===== src/rtl/vnu_pipe_if.sv =====
// vnu_pipe_if: input/output handshake and data bundle for vnu_pipe.
// master drives input words and output-side ready; slave is the VNU itself.
interface vnu_pipe_if #(
  parameter int unsigned DV    = 4,
  parameter int unsigned W_C2V = 6,
  parameter int unsigned W_LLR = 9,
  parameter int unsigned W_V2C = 10
);
  logic                          i_valid;
  logic                          o_ready;
  logic                          i_init;
  logic [W_LLR-1:0]              i_LOVNU;
  logic [0:DV-1][W_C2V-1:0]      i_data;
  logic                          o_valid;
  logic                          i_ready;
  logic [W_V2C-1:0]              o_app;
  logic [0:DV-1][W_V2C-1:0]      o_data;
  logic                          o_hard;
  logic                          o_sat;

  modport master (
    output i_valid, i_init, i_LOVNU, i_data, i_ready,
    input  o_ready, o_valid, o_app, o_data, o_hard, o_sat
  );

  modport slave (
    input  i_valid, i_init, i_LOVNU, i_data, i_ready,
    output o_ready, o_valid, o_app, o_data, o_hard, o_sat
  );
endinterface


===== src/rtl/vnu_pipe.sv =====
// vnu_pipe: two-stage pipelined LDPC variable-node unit.
// S1 registers the full-precision C2V terms and their sum with the LLR;
// S2 registers APP, extrinsic V2C messages (APP - C2V[k]) and hard decision.
// Optional feature macro: VNU_SAT_EN (symmetric saturation of outputs and
// o_sat flag); without it outputs wrap to W_V2C bits and o_sat is 0.
module vnu_pipe #(
  parameter int unsigned DV    = 4,
  parameter int unsigned W_C2V = 6,
  parameter int unsigned W_LLR = 9,
  parameter int unsigned W_V2C = 10
) (
  input logic       clk,
  input logic       rst,
  vnu_pipe_if.slave bus
);

  localparam int unsigned W_M = (W_LLR > W_C2V) ? W_LLR : W_C2V;
  localparam int unsigned W_S = W_M + $clog2(DV + 1);
  // Working width for narrowing: holds both any W_S value and the W_V2C limit.
  localparam int unsigned W_X = ((W_S > W_V2C) ? W_S : W_V2C) + 1;

  // Narrow a full-precision value to W_V2C bits; MSB of result is the clip flag.
  function automatic logic [W_V2C:0] narrow(input logic signed [W_S-1:0] v);
    logic signed [W_X-1:0] x;
`ifdef VNU_SAT_EN
    logic signed [W_X-1:0] lim;
    logic signed [W_X-1:0] nlim;
`endif
    x = {{(W_X-W_S){v[W_S-1]}}, v};
`ifdef VNU_SAT_EN
    lim  = {{(W_X-W_V2C+1){1'b0}}, {(W_V2C-1){1'b1}}};
    nlim = -lim;
    if (x > lim)  return {1'b1, lim[W_V2C-1:0]};
    if (x < nlim) return {1'b1, nlim[W_V2C-1:0]};
`endif
    return {1'b0, x[W_V2C-1:0]};
  endfunction

  logic                          adv1, adv2;

  logic                          s1_valid_q, s1_valid_d;
  logic signed [W_S-1:0]         sum_q, sum_d;
  logic signed [W_S-1:0]         c2v_q [DV];
  logic signed [W_S-1:0]         c2v_d [DV];

  logic                          s2_valid_q, s2_valid_d;
  logic [W_V2C-1:0]              app_q, app_d;
  logic [0:DV-1][W_V2C-1:0]      data_q, data_d;
  logic                          hard_q, hard_d;
  logic                          sat_q, sat_d;

  // Stage advance enables: a stage moves when its downstream slot frees up.
  always_comb begin
    adv2 = !s2_valid_q || bus.i_ready;
    adv1 = !s1_valid_q || adv2;
  end

  // S1 next state: sign-extend inputs, zero C2V on first iteration, sum.
  always_comb begin
    s1_valid_d = s1_valid_q;
    sum_d      = sum_q;
    c2v_d      = c2v_q;
    if (adv1) begin
      s1_valid_d = bus.i_valid;
      if (bus.i_valid) begin
        sum_d = {{(W_S-W_LLR){bus.i_LOVNU[W_LLR-1]}}, bus.i_LOVNU};
        for (int unsigned k = 0; k < DV; k++) begin
          c2v_d[k] = bus.i_init ? '0
                   : {{(W_S-W_C2V){bus.i_data[k][W_C2V-1]}}, bus.i_data[k]};
          sum_d    = sum_d + c2v_d[k];
        end
      end
    end
  end

  // S2 next state: extrinsic subtraction, narrowing and hard decision.
  always_comb begin : s2_next
    logic [W_V2C:0] r;
    r          = '0;
    s2_valid_d = s2_valid_q;
    app_d      = app_q;
    data_d     = data_q;
    hard_d     = hard_q;
    sat_d      = sat_q;
    if (adv2) begin
      s2_valid_d = s1_valid_q;
      if (s1_valid_q) begin
        r      = narrow(sum_q);
        app_d  = r[W_V2C-1:0];
        sat_d  = r[W_V2C];
        hard_d = sum_q[W_S-1];
        for (int unsigned k = 0; k < DV; k++) begin
          r         = narrow(sum_q - c2v_q[k]);
          data_d[k] = r[W_V2C-1:0];
          sat_d     = sat_d | r[W_V2C];
        end
      end
    end
  end

  // Pipeline registers with synchronous reset discarding in-flight words.
  always_ff @(posedge clk) begin
    if (rst) begin
      s1_valid_q <= 1'b0;
      sum_q      <= '0;
      for (int unsigned k = 0; k < DV; k++) c2v_q[k] <= '0;
      s2_valid_q <= 1'b0;
      app_q      <= '0;
      data_q     <= '0;
      hard_q     <= 1'b0;
      sat_q      <= 1'b0;
    end else begin
      s1_valid_q <= s1_valid_d;
      sum_q      <= sum_d;
      for (int unsigned k = 0; k < DV; k++) c2v_q[k] <= c2v_d[k];
      s2_valid_q <= s2_valid_d;
      app_q      <= app_d;
      data_q     <= data_d;
      hard_q     <= hard_d;
      sat_q      <= sat_d;
    end
  end

  assign bus.o_ready = adv1;
  assign bus.o_valid = s2_valid_q;
  assign bus.o_app   = app_q;
  assign bus.o_data  = data_q;
  assign bus.o_hard  = hard_q;
  assign bus.o_sat   = sat_q;

endmodule


===== src/flat_wrapper.sv =====
// flat-port wrapper written by rule: the top's interface ports become plain ports
module vnu_pipe_flat 
#(
  parameter int unsigned DV    = 4,
  parameter int unsigned W_C2V = 6,
  parameter int unsigned W_LLR = 9,
  parameter int unsigned W_V2C = 10
)
  (clk, rst, bus_i_valid, bus_i_init, bus_i_LOVNU, bus_i_data, bus_i_ready, bus_o_ready, bus_o_valid, bus_o_app, bus_o_data, bus_o_hard, bus_o_sat);
  vnu_pipe_if #(.DV(DV), .W_C2V(W_C2V), .W_LLR(W_LLR), .W_V2C(W_V2C)) bus_i ();
  input logic clk;
  input logic rst;
  input wire logic [$bits(bus_i.i_valid)-1:0] bus_i_valid;
  input wire logic [$bits(bus_i.i_init)-1:0] bus_i_init;
  input wire logic [$bits(bus_i.i_LOVNU)-1:0] bus_i_LOVNU;
  input wire logic [$bits(bus_i.i_data)-1:0] bus_i_data;
  input wire logic [$bits(bus_i.i_ready)-1:0] bus_i_ready;
  output wire logic [$bits(bus_i.o_ready)-1:0] bus_o_ready;
  output wire logic [$bits(bus_i.o_valid)-1:0] bus_o_valid;
  output wire logic [$bits(bus_i.o_app)-1:0] bus_o_app;
  output wire logic [$bits(bus_i.o_data)-1:0] bus_o_data;
  output wire logic [$bits(bus_i.o_hard)-1:0] bus_o_hard;
  output wire logic [$bits(bus_i.o_sat)-1:0] bus_o_sat;
  assign bus_i.i_valid = bus_i_valid;
  assign bus_i.i_init = bus_i_init;
  assign bus_i.i_LOVNU = bus_i_LOVNU;
  assign bus_i.i_data = bus_i_data;
  assign bus_i.i_ready = bus_i_ready;
  assign bus_o_ready = bus_i.o_ready;
  assign bus_o_valid = bus_i.o_valid;
  assign bus_o_app = bus_i.o_app;
  assign bus_o_data = bus_i.o_data;
  assign bus_o_hard = bus_i.o_hard;
  assign bus_o_sat = bus_i.o_sat;
  vnu_pipe #(.DV(DV), .W_C2V(W_C2V), .W_LLR(W_LLR), .W_V2C(W_V2C)) u_core (.clk(clk), .rst(rst), .bus(bus_i));
endmodule

===== config.mk =====
export PLATFORM = sky130hd
export DESIGN_NAME = vnu_pipe_flat
export DESIGN_NICKNAME = d
export VERILOG_FILES = /design/src/rtl/vnu_pipe_if.sv /design/src/rtl/vnu_pipe.sv /design/src/flat_wrapper.sv
export SDC_FILE = /design/constraint.sdc
export NUM_CORES = 1
export LEC_CHECK = 0
export BUFFER_PORTS_ARGS = -buffer_cell sky130_fd_sc_hd__buf_2
export CORE_MARGIN = 5
export CORE_UTILIZATION = 50
export DETAILED_ROUTE_END_ITERATION = 6
export PLACE_DENSITY = 0.71
export SYNTH_ARGS = -nofsm -noshare
export SYNTH_HDL_FRONTEND = slang
export SYNTH_SLANG_ARGS = --single-unit

===== constraint.sdc =====
create_clock -name clk -period 13.2 [get_ports clk]
set_input_delay 3.3 -clock clk [delete_from_list [all_inputs] [get_ports clk]]
set_output_delay 3.3 -clock clk [all_outputs]
set_load 0.01 [all_outputs]

Yosys cells after proc, flatten, opt, wreduce, memory -nomap -nowiden
Cells that the tools add are included.
- add/subtract/negate cells: 8
- mux-type cells: 4
- reduce and logical (&&, ||, !) cells: 6
- operator list (cell ; count):
    $mux 12 ; 4
    $sub 10x10->10 ; 4
    $add 12x12->12 ; 3
    $add 9x12->12 ; 1
    $reduce_and 2->1 ; 2
    $logic_not 1->1 ; 2
    $logic_or 1x1->1 ; 2
- flip-flop bits (word level): 105
- input bits: 38
- output and inout bits: 54

Longest topological paths before layout
Gate-level depths: netlist (run 1).
- word-level depth: 5
- mapped depth: 14
- mapped depth without buffers: 13

Worst setup path before layout (run 1)
Ideal clock, no wire load.
- path type: input to register
- start: in bus_i_init
- end: reg u_core.sum_q[11]
- setup time: 91 ps
- arrival: 7148 ps
- required time: 13109 ps
- setup slack: 5961 ps
- cell stages on the path: 14
- path buffers: 1
- cell sequence: clkbuf_1 -> nand2b_1 -> inv_1 -> fa_1 -> inv_1 -> fa_1 -> fa_1 -> inv_1 -> ha_1 -> and2_4 -> a221o_1 -> a31o_1 -> or3_1 -> a311oi_1
- cells in the longest elaborated chain, start to end: 5
- RTL lines (what ; RTL line ; RTL):
    from (decl) ; flat_wrapper.sv:14 ; input wire logic [$bits(bus_i.i_init)-1:0] bus_i_init;
    $mux 12 ; vnu_pipe.sv:68 ; c2v_d[k] = bus.i_init ? '0
    $add 9x12->12 ; vnu_pipe.sv:70 ; sum_d = sum_d + c2v_d[k];
    $add 12x12->12 (2 in series) ; vnu_pipe.sv:70 ;
    $add 12x12->12 * ; vnu_pipe.sv:70 ;
    to (signal assigned) ; vnu_pipe.sv:114 ; sum_q <= sum_d;
    to (decl) ; vnu_pipe.sv:42 ; logic signed [W_S-1:0] sum_q, sum_d;
Every way passes the cells marked *; elsewhere a longest branch is shown, timed or not.
A chain may end at the register's enable or synchronous reset.

Final worst setup path (run 1)
- start: in bus_i_ready
- end: out bus_o_ready
- cells in the longest elaborated chain, start to end: 2
- RTL lines (what ; RTL line ; RTL):
    from (decl) ; flat_wrapper.sv:17 ; input wire logic [$bits(bus_i.i_ready)-1:0] bus_i_ready;
    $logic_or 1x1->1 ; vnu_pipe.sv:54 ; adv2 = !s2_valid_q || bus.i_ready;
    $logic_or 1x1->1 ; vnu_pipe.sv:55 ; adv1 = !s1_valid_q || adv2;
    to (decl) ; flat_wrapper.sv:18 ; output wire logic [$bits(bus_i.o_ready)-1:0] bus_o_ready;
No other way between the ends.

==> results of run 1 <==
-- worst max-delay path: cells and delay by family --
family | cells | cell delay (ns)
buffers and inverters | 2 | 0.28
and+or+nand+nor | 2 | 0.46
-- flip-flops by register name, indices dropped and copies added, names as in the netlist --
name and flops:
u_core.bus.o_valid 1, u_core.bus.o_app 10, u_core.sum_q 11, u_core.bus.o_hard 1, u_core.bus.o_data 40, u_core.c2v_q 24
u_core.s1_valid_q 1
-- worst max path at each step --
| stage | start | to | slack (ns) | depth (start not counted) |
|---|---|---|---|---|
| 2_1_floorplan | bus_i_init | u_core.sum_q[11] | 5.96 | 14 |
| 3_3_place_gp | bus_i_init | u_core.sum_q[11] | 5.84 | 14 |
| 3_5_place_dp | bus_i_init | u_core.sum_q[11] | 5.67 | 14 |
| 5_1_grt | bus_i_init | u_core.sum_q[11] | 5.78 | 14 |
| 4_1_cts | bus_i_ready | bus_o_ready | 5.86 | 4 |
| 6_report | bus_i_ready | bus_o_ready | 5.86 | 4 |
-- area by class of cell --
type | instances | area share, %
repair buffers | 94 | 6.93
well taps | 147 | 2.65
clock buffers | 9 | 3.25
flip-flops and latches | 88 | 25.4
inverters | 83 | 4.49
multi-input cells | 536 | 56.0
clock inverters | 7 | 1.23
-- power by group through the flow --
stage | clock network [uW] | logic (uW) | registers (uW)
finish | 266 | 511 | 340
global route | 282 | 579 | 346
CTS | 270 | 508 | 340
detailed placement | 0 | 505 | 346
global placement | 0 | 487 | 345
floorplan | 0 | 376 | 343
-- synth_stat cells (7+ instances only) --
cell type  number  area share [%]
or3_1          10             1.0
o21a_1         15             1.8
nand2b_1       32             3.3
and3_1          7            0.72
nor3_1         18             1.5
clkbuf_1       26             1.6
or4_1           7            0.86
nor2_1         23             1.4
nand3_1        41             3.4
o211ai_1        9             1.1
o21ai_0        18             1.5
a211oi_1       11             1.4
ha_1           48             9.9
nor2b_1        22             2.3
nand2_1        86             5.3
inv_1          83             5.1
dfxtp_1        88              29
a21o_1         12             1.5
fa_1           33              11
a21oi_1        71             5.8
-- cells by family (layout without fill, tap and decap cells) --
| kind of cell | Yosys count | count (layout) | synth area share, % |
|---|---|---|---|
| buffers and inverters | 119 | 193 | 7.47 |
| xor gates and xnor gates | 7 | 7 | 1.01 |
| DFF | 88 | 88 | 28.9 |
| adders and majority gates | 81 | 81 | 20.7 |
| other | 1 | 1 | 0.0615 |
| and+or+nand+nor | 271 | 271 | 22.8 |
| AOI/OAI and AO/OA | 176 | 176 | 19.0 |
-- layout by cell type, fill, tap and decap left out, types with 5 or more instances in the layout --
| cell type | instances |
|---|---|
| inv_1 | 83 |
| dfxtp_1 | 88 |
| clkbuf_16 | 9 |
| a21oi_1 | 71 |
| nand3_1 | 41 |
| and3_1 | 7 |
| fa_1 | 33 |
| o21ai_0 | 18 |
| or3_1 | 10 |
| o21a_1 | 15 |
| ha_1 | 48 |
| nor2_1 | 23 |
| nand2_1 | 86 |
| or4_1 | 7 |
| buf_2 | 90 |
| nand3b_1 | 5 |
| a21o_1 | 12 |
| nor2b_1 | 21 |
| nand2b_1 | 31 |
| xnor2_1 | 5 |
| o211ai_1 | 9 |
| nor3_1 | 18 |
| a211oi_1 | 11 |
-- layer usage --
layer / share of wire (%) / wire (um) / GRT usage, % / vias to the layer above
li1: - / - / - / 2703
met1: 49 / 7350 / 30.9 / 2494
met2: 44 / 6520 / 31.5 / 157
met4: 2.5 / 367 / 8.57 / 0
met3: 4.9 / 728 / 3.09 / 23
met5: 0 / 0 / 0 / -
-- through the flow --
stage,cells,utilization (%),hold slack (ns),area [um^2],total power [uW]
final,964,58.0,0.448,6930,1120
after detailed placement,948,55.4,0.442,6620,851
after CTS,964,58.0,0.450,6930,1120
after global routing,964,58.0,0.470,6930,1210
after global placement,948,55.4,0.436,6620,832
after floorplan,743,-,0.432,6100,719
==> metrics.md, run 1 <==
| Metric | Value |
|---|---|
| Die Ht | `around 120 um` |
| Endpoint of the worst hold path | `u_core.bus.o_data[13]` |
| Antenna cells | `0` |
| GP Congestion | `approximately 0.83` |
| Nets | `around 930` |
| Crit path required time | `between 9 and 10 ns` |
| GRT overflow | `0` |
| Clk root buf | `clkbuf_16` |
| Hold Path Depth | `2` |
| Mapped Area | `approximately 6000 um^2` |
| Avg Cell Area, Syn | `~8.2 um^2` |
| Final hold vios | `0` |
| Most used cell, CP | `buf_2` |
| Worst skew pair latency | `roughly 0.35 ns` |
| Crit path kind | `in2out` |
| Syn. warnings | `0` |
| CP Cell Sequence | `buf_2 > nor2b_1 > nand2_1 > buf_2` |
| Gate power share | `45.8%` |
| PnR worst setup slack | `approximately 5.9 ns` |
| Worst VDD drop | `between 70 and 80 uV` |
| Initial antenna violation count | `0` |
| Slew Limit Fails | `0` |
| Clock-pin slew on the worst setup and hold paths | `about 0.070 ns` |
| Final TNS setup | `0 ns` |
| Actual slew at the worst max-slew pin | `approximately 1.2 ns` |
| Final worst-path cycle share | `between 50% and 60%` |
| Syn Nets | `862` |
| Remaining DRCs | `0` |
| Path depth of the worst reg2reg path | `7` |
| Initial core utilization | `51.0%` |
| Core ar. | `12000 um^2` |
| Sw frac | `39.5%` |
| P_int | `676 uW` |
| Net Sw Power | `~440 uW` |
| Layout area overhead | `13.7%` |
| I/O Pins | `92` |
| Worst setup SP type | `primary input` |
| #FFs+latches synth | `88` |
| Initial drt markers | `444` |
| Post-route ant nets | `0` |
| Crit-path max cell delay | `roughly 0.28 ns` |
| Multi-input combinational cell area | `3880 um^2` |
| Status | `complete, no violations` |
| DP HPWL | `11.1 mm` |
| Post-CTS sizing | `0` |
| Slowest-stage cell, CP | `nor2b_1` |
| Post-synthesis sequential area ratio | `28.9%` |
| Vias in the first global route | `5190` |
| Critical Path AT | `just over 4 ns` |
| Standard-cell rows | `40` |
| Critical path capture point type | `primary output` |
| Worst-case clock buffer depth | `2` |
| Critical R2R Capture | `u_core.bus.o_data[8]` |
| Vias/cell | `5.58` |
| Vias | `roughly 5400` |
| Cell Pwr Density | `161 nW/um^2` |
| Detailed Route WL | `roughly 15 mm` |
| Synth cell types | `61` |
| Setup slack after placement | `around 5.7 ns` |
| Final setup vio count | `0` |
| Largest net degree at the start of global routing | `90` |
| Slew headroom | `roughly a fifth` |
| Max Fclk | `around 140 MHz` |
| Seq pwr share | `30.4%` |
| Num CTS Buffers | `9` |
| TritonRoute pass-1 iters | `6` |
| H-tree depth | `3` |
| Fillers | `around 1100` |
| Register area | `between 1500 and 2000 um^2` |
| All-Layer GR Usage | `a little over a fifth` |
| Fin crit period | `between 7 and 8 ns` |
| Layout cell share with drive strength beyond 1 | `about 14%` |
| CTS sink count | `88` |
| RR Startpoint | `u_core.sum_q[1]` |
| Post-CTS setup buffers | `0` |
| WL/cell | `between 15 and 20 um` |
| Clock power frac | `23.8%` |
| IO Port Bufs | `90` |
| Min-Delay Path Class | `reg2reg` |
| Fin Clk Skew | `between 0.01 and 0.015 ns` |
| Post-synth ARST share | `0%` |
| CTS tree | `yes` |
| Die area | `roughly 15000 um^2` |
| Worst-path maximum fanout | `5` |
| Maxcap violations | `0` |
| DIE WIDTH | `between 100 and 150 um` |
| Static Leak | `between 0.003 and 0.004 uW` |
| RSZ-0062 raised after global routing | `false` |
| Ys flop type | `dfxtp_1` |
| Hold path startpoint | `u_core.bus.o_data[13]` |
| EDFF count, synth | `0` |
| First-pass GRT wire length | `25.3 mm` |
| Reg2Reg Setup Slack | `10.81 ns` |
| Cts hold-fix bufs | `0` |
| Synthesized instance count | `roughly 740` |
(Power assumes the default switching activity.)
==> run 2: changes to the inputs <==
PLACE_DENSITY = 0.74   (was 0.71)
clock period = 6.1 ns   (was 13.2 ns; I/O delays follow)
==> run 2 against run 1 <==
Compared with the run above:
- total power is 110% higher
- sequential share of layout area hardly changed
- hold slack better by 0.0031 ns
- critical path type is now in2reg
- largest cell class unchanged
==> metrics.md, run 2 (synthesis gave the netlist of run 1 again) <==
| Metric | Value |
|---|---|
| Maxcap violations | `0 (unchanged)` |
| Reg2Reg Setup Slack | `3.73 ns (was 10.81 ns)` |
| RSZ-0062 raised after global routing | `false (unchanged)` |
| Final setup vio count | `0 (unchanged)` |
| DIE WIDTH | `120 um (unchanged)` |
| Multi-input combinational cell area | `3880 um^2 (unchanged)` |
| H-tree depth | `3 (unchanged)` |
| Setup slack after placement | `0.360 ns (was 5.67 ns)` |
| Path depth of the worst reg2reg path | `7 (unchanged)` |
| GP Congestion | `0.813 (was 0.826)` |
| Initial antenna violation count | `0 (unchanged)` |
| Clk root buf | `clkbuf_16 (unchanged)` |
| Vias in the first global route | `5288 (was 5190)` |
| Slew headroom | `25.1% (was 21.2%)` |
| Cts hold-fix bufs | `0 (unchanged)` |
| CP Launch Point | `bus_i_init (was bus_i_ready)` |
| Antenna cells | `0 (unchanged)` |
| Slowest-stage cell, CP | `fa_1 (was nor2b_1)` |
| Detailed Route WL | `14.9 mm (was 15.0 mm)` |
| Worst VDD drop | `213 uV (was 77.7 uV)` |
| Post-CTS sizing | `0 (unchanged)` |
| Post-route ant nets | `0 (unchanged)` |
| PnR worst setup slack | `0.740 ns (was 5.86 ns)` |
| First-pass GRT wire length | `24.9 mm (was 25.3 mm)` |
| Initial core utilization | `51.0% (unchanged)` |
| Actual slew at the worst max-slew pin | `1.12 ns (was 1.18 ns)` |
| Register area | `1760 um^2 (unchanged)` |
| Vias | `5460 (was 5377)` |
| Worst skew pair latency | `0.35 ns (about the same)` |
| Worst-path maximum fanout | `24 (was 5)` |
| Num CTS Buffers | `9 (unchanged)` |
| Largest net degree at the start of global routing | `89 (was 90)` |
| Final TNS setup | `0 ns (unchanged)` |
| Hold path startpoint | `u_core.bus.o_data[23] (was u_core.bus.o_data[13])` |
| Critical path capture point type | `flip-flop (was primary output)` |
| Fin crit period | `around 5.4 ns` |
| CTS tree | `yes (unchanged)` |
| Vias/cell | `5.66 (was 5.58)` |
| Commonest cells after routing, fill and taps aside | `buf_2 (90), dfxtp_1 (88), nand2_1 (86), inv_1 (83), a21oi_1 (71) (unchanged)` |
| Max Fclk | `around 190 MHz` |
| WL/cell | `15.5 um (about the same)` |
| IO Port Bufs | `90 (unchanged)` |
| Critical Path AT | `5.62 ns (was 4.04 ns)` |
| Die area | `14500 um^2 (unchanged)` |
| Slew Limit Fails | `0 (unchanged)` |
| Cell Pwr Density | `345 nW/um^2 (was 161 nW/um^2)` |
| Standard-cell rows | `40 (unchanged)` |
| Post-CTS setup buffers | `0 (unchanged)` |
| Final hold vios | `0 (unchanged)` |
| Max reg flops | `40 (unchanged)` |
| Hold Path Depth | `2 (unchanged)` |
| Status | `complete, no violations (unchanged)` |
| I/O Pins | `92 (unchanged)` |
| Layout cell share with drive strength beyond 1 | `14.3% (unchanged)` |
| Clock-pin slew on the worst setup and hold paths | `0.07 ns (about the same)` |
| DP HPWL | `11.2 mm (was 11.1 mm)` |
| Crit-path max cell delay | `0.57 ns (was 0.28 ns)` |
| All-Layer GR Usage | `21.1% (was 21.2%)` |
| CTS sink count | `88 (unchanged)` |
| Die Ht | `120 um (unchanged)` |
| Fin Clk Skew | `0.00700 ns (was 0.0104 ns)` |
| Crit path required time | `6.36 ns (was 9.90 ns)` |
| Worst-case clock buffer depth | `2 (unchanged)` |
| Layout area overhead | `13.5% (was 13.7%)` |
| Commonest non-fill, non-tap cell in the layout | `buf_2 (unchanged)` |
| GRT overflow | `0 (unchanged)` |
| Core ar. | `12000 um^2 (unchanged)` |
| Final worst-path cycle share | `roughly 90%` |
| Static Leak | `0.00313 uW (about the same)` |
| Crit path kind | `in2reg (was in2out)` |
| TritonRoute pass-1 iters | `5 (was 6)` |
| CP Cell Sequence | `buf_2 > nand2b_1 > inv_1 > fa_1 > inv_1 > fa_1 > fa_1 > inv_1 > ha_1 > and2_4 > a221o_1 > a31o_1 > or3_1 > a311oi_1 (was buf_2 > nor2b_1 > nand2_1 > buf_2)` |
| Initial drt markers | `354 (was 444)` |
| Nets | `931 (unchanged)` |
| Worst setup SP type | `primary input (unchanged)` |
| Remaining DRCs | `0 (unchanged)` |
| RR Startpoint | `u_core.sum_q[1] (unchanged)` |
| Min-Delay Path Class | `reg2reg (unchanged)` |
| Fillers | `1097 (was 1110)` |
run 2: cell type report:
cell class	count	share of cell area, %
flip-flops and latches	88	25.4
well taps	147	2.66
clock inverters	7	1.08
repair buffers	94	6.94
multi-input cells	536	56.1
inverters	83	4.50
clock buffers	9	3.25
run 2: layer usage:
layer / vias up / global-route usage, % / wire (um)
met4: 0 / 10.1 / 457
li1: 2712 / - / -
met3: 33 / 3.13 / 756
met2: 149 / 33.0 / 6750
met5: - / 0 / 0
met1: 2566 / 28.6 / 6950
run 2: worst paths after layout:
kind                                end
hold / removal    u_core.bus.o_data[23]
setup reg to reg   u_core.bus.o_data[8]
setup / recovery       u_core.sum_q[11]
hold reg to reg   u_core.bus.o_data[23]
run 2: report_power, final:
part,internal [uW],switching (uW),total (uW)
sequential,656,83.4,739
combinational,478,617,1100
clock,291,265,555
run 2: per-stage QoR:
stage / util (%) / hold slack (ns) / cell area (um^2) / std cells / power, uW
2_1_floorplan: - / 0.432 / 6100 / 743 / 1560
5_1_grt: 57.9 / 0.470 / 6920 / 964 / 2580
4_1_cts: 57.9 / 0.457 / 6920 / 964 / 2390
6_report: 57.9 / 0.451 / 6920 / 964 / 2390
3_5_place_dp: 55.4 / 0.445 / 6620 / 948 / 1840
3_3_place_gp: 55.4 / 0.437 / 6620 / 948 / 1790
run 2: worst max-delay path: cells and delay by family:
family	cells	cell delay, ns
adder cells (fa/ha/maj)	4	1.95
AND/OR/NAND/NOR	3	0.81
AO/OA/AOI/OAI	3	0.80
buffers and inverters	4	0.53
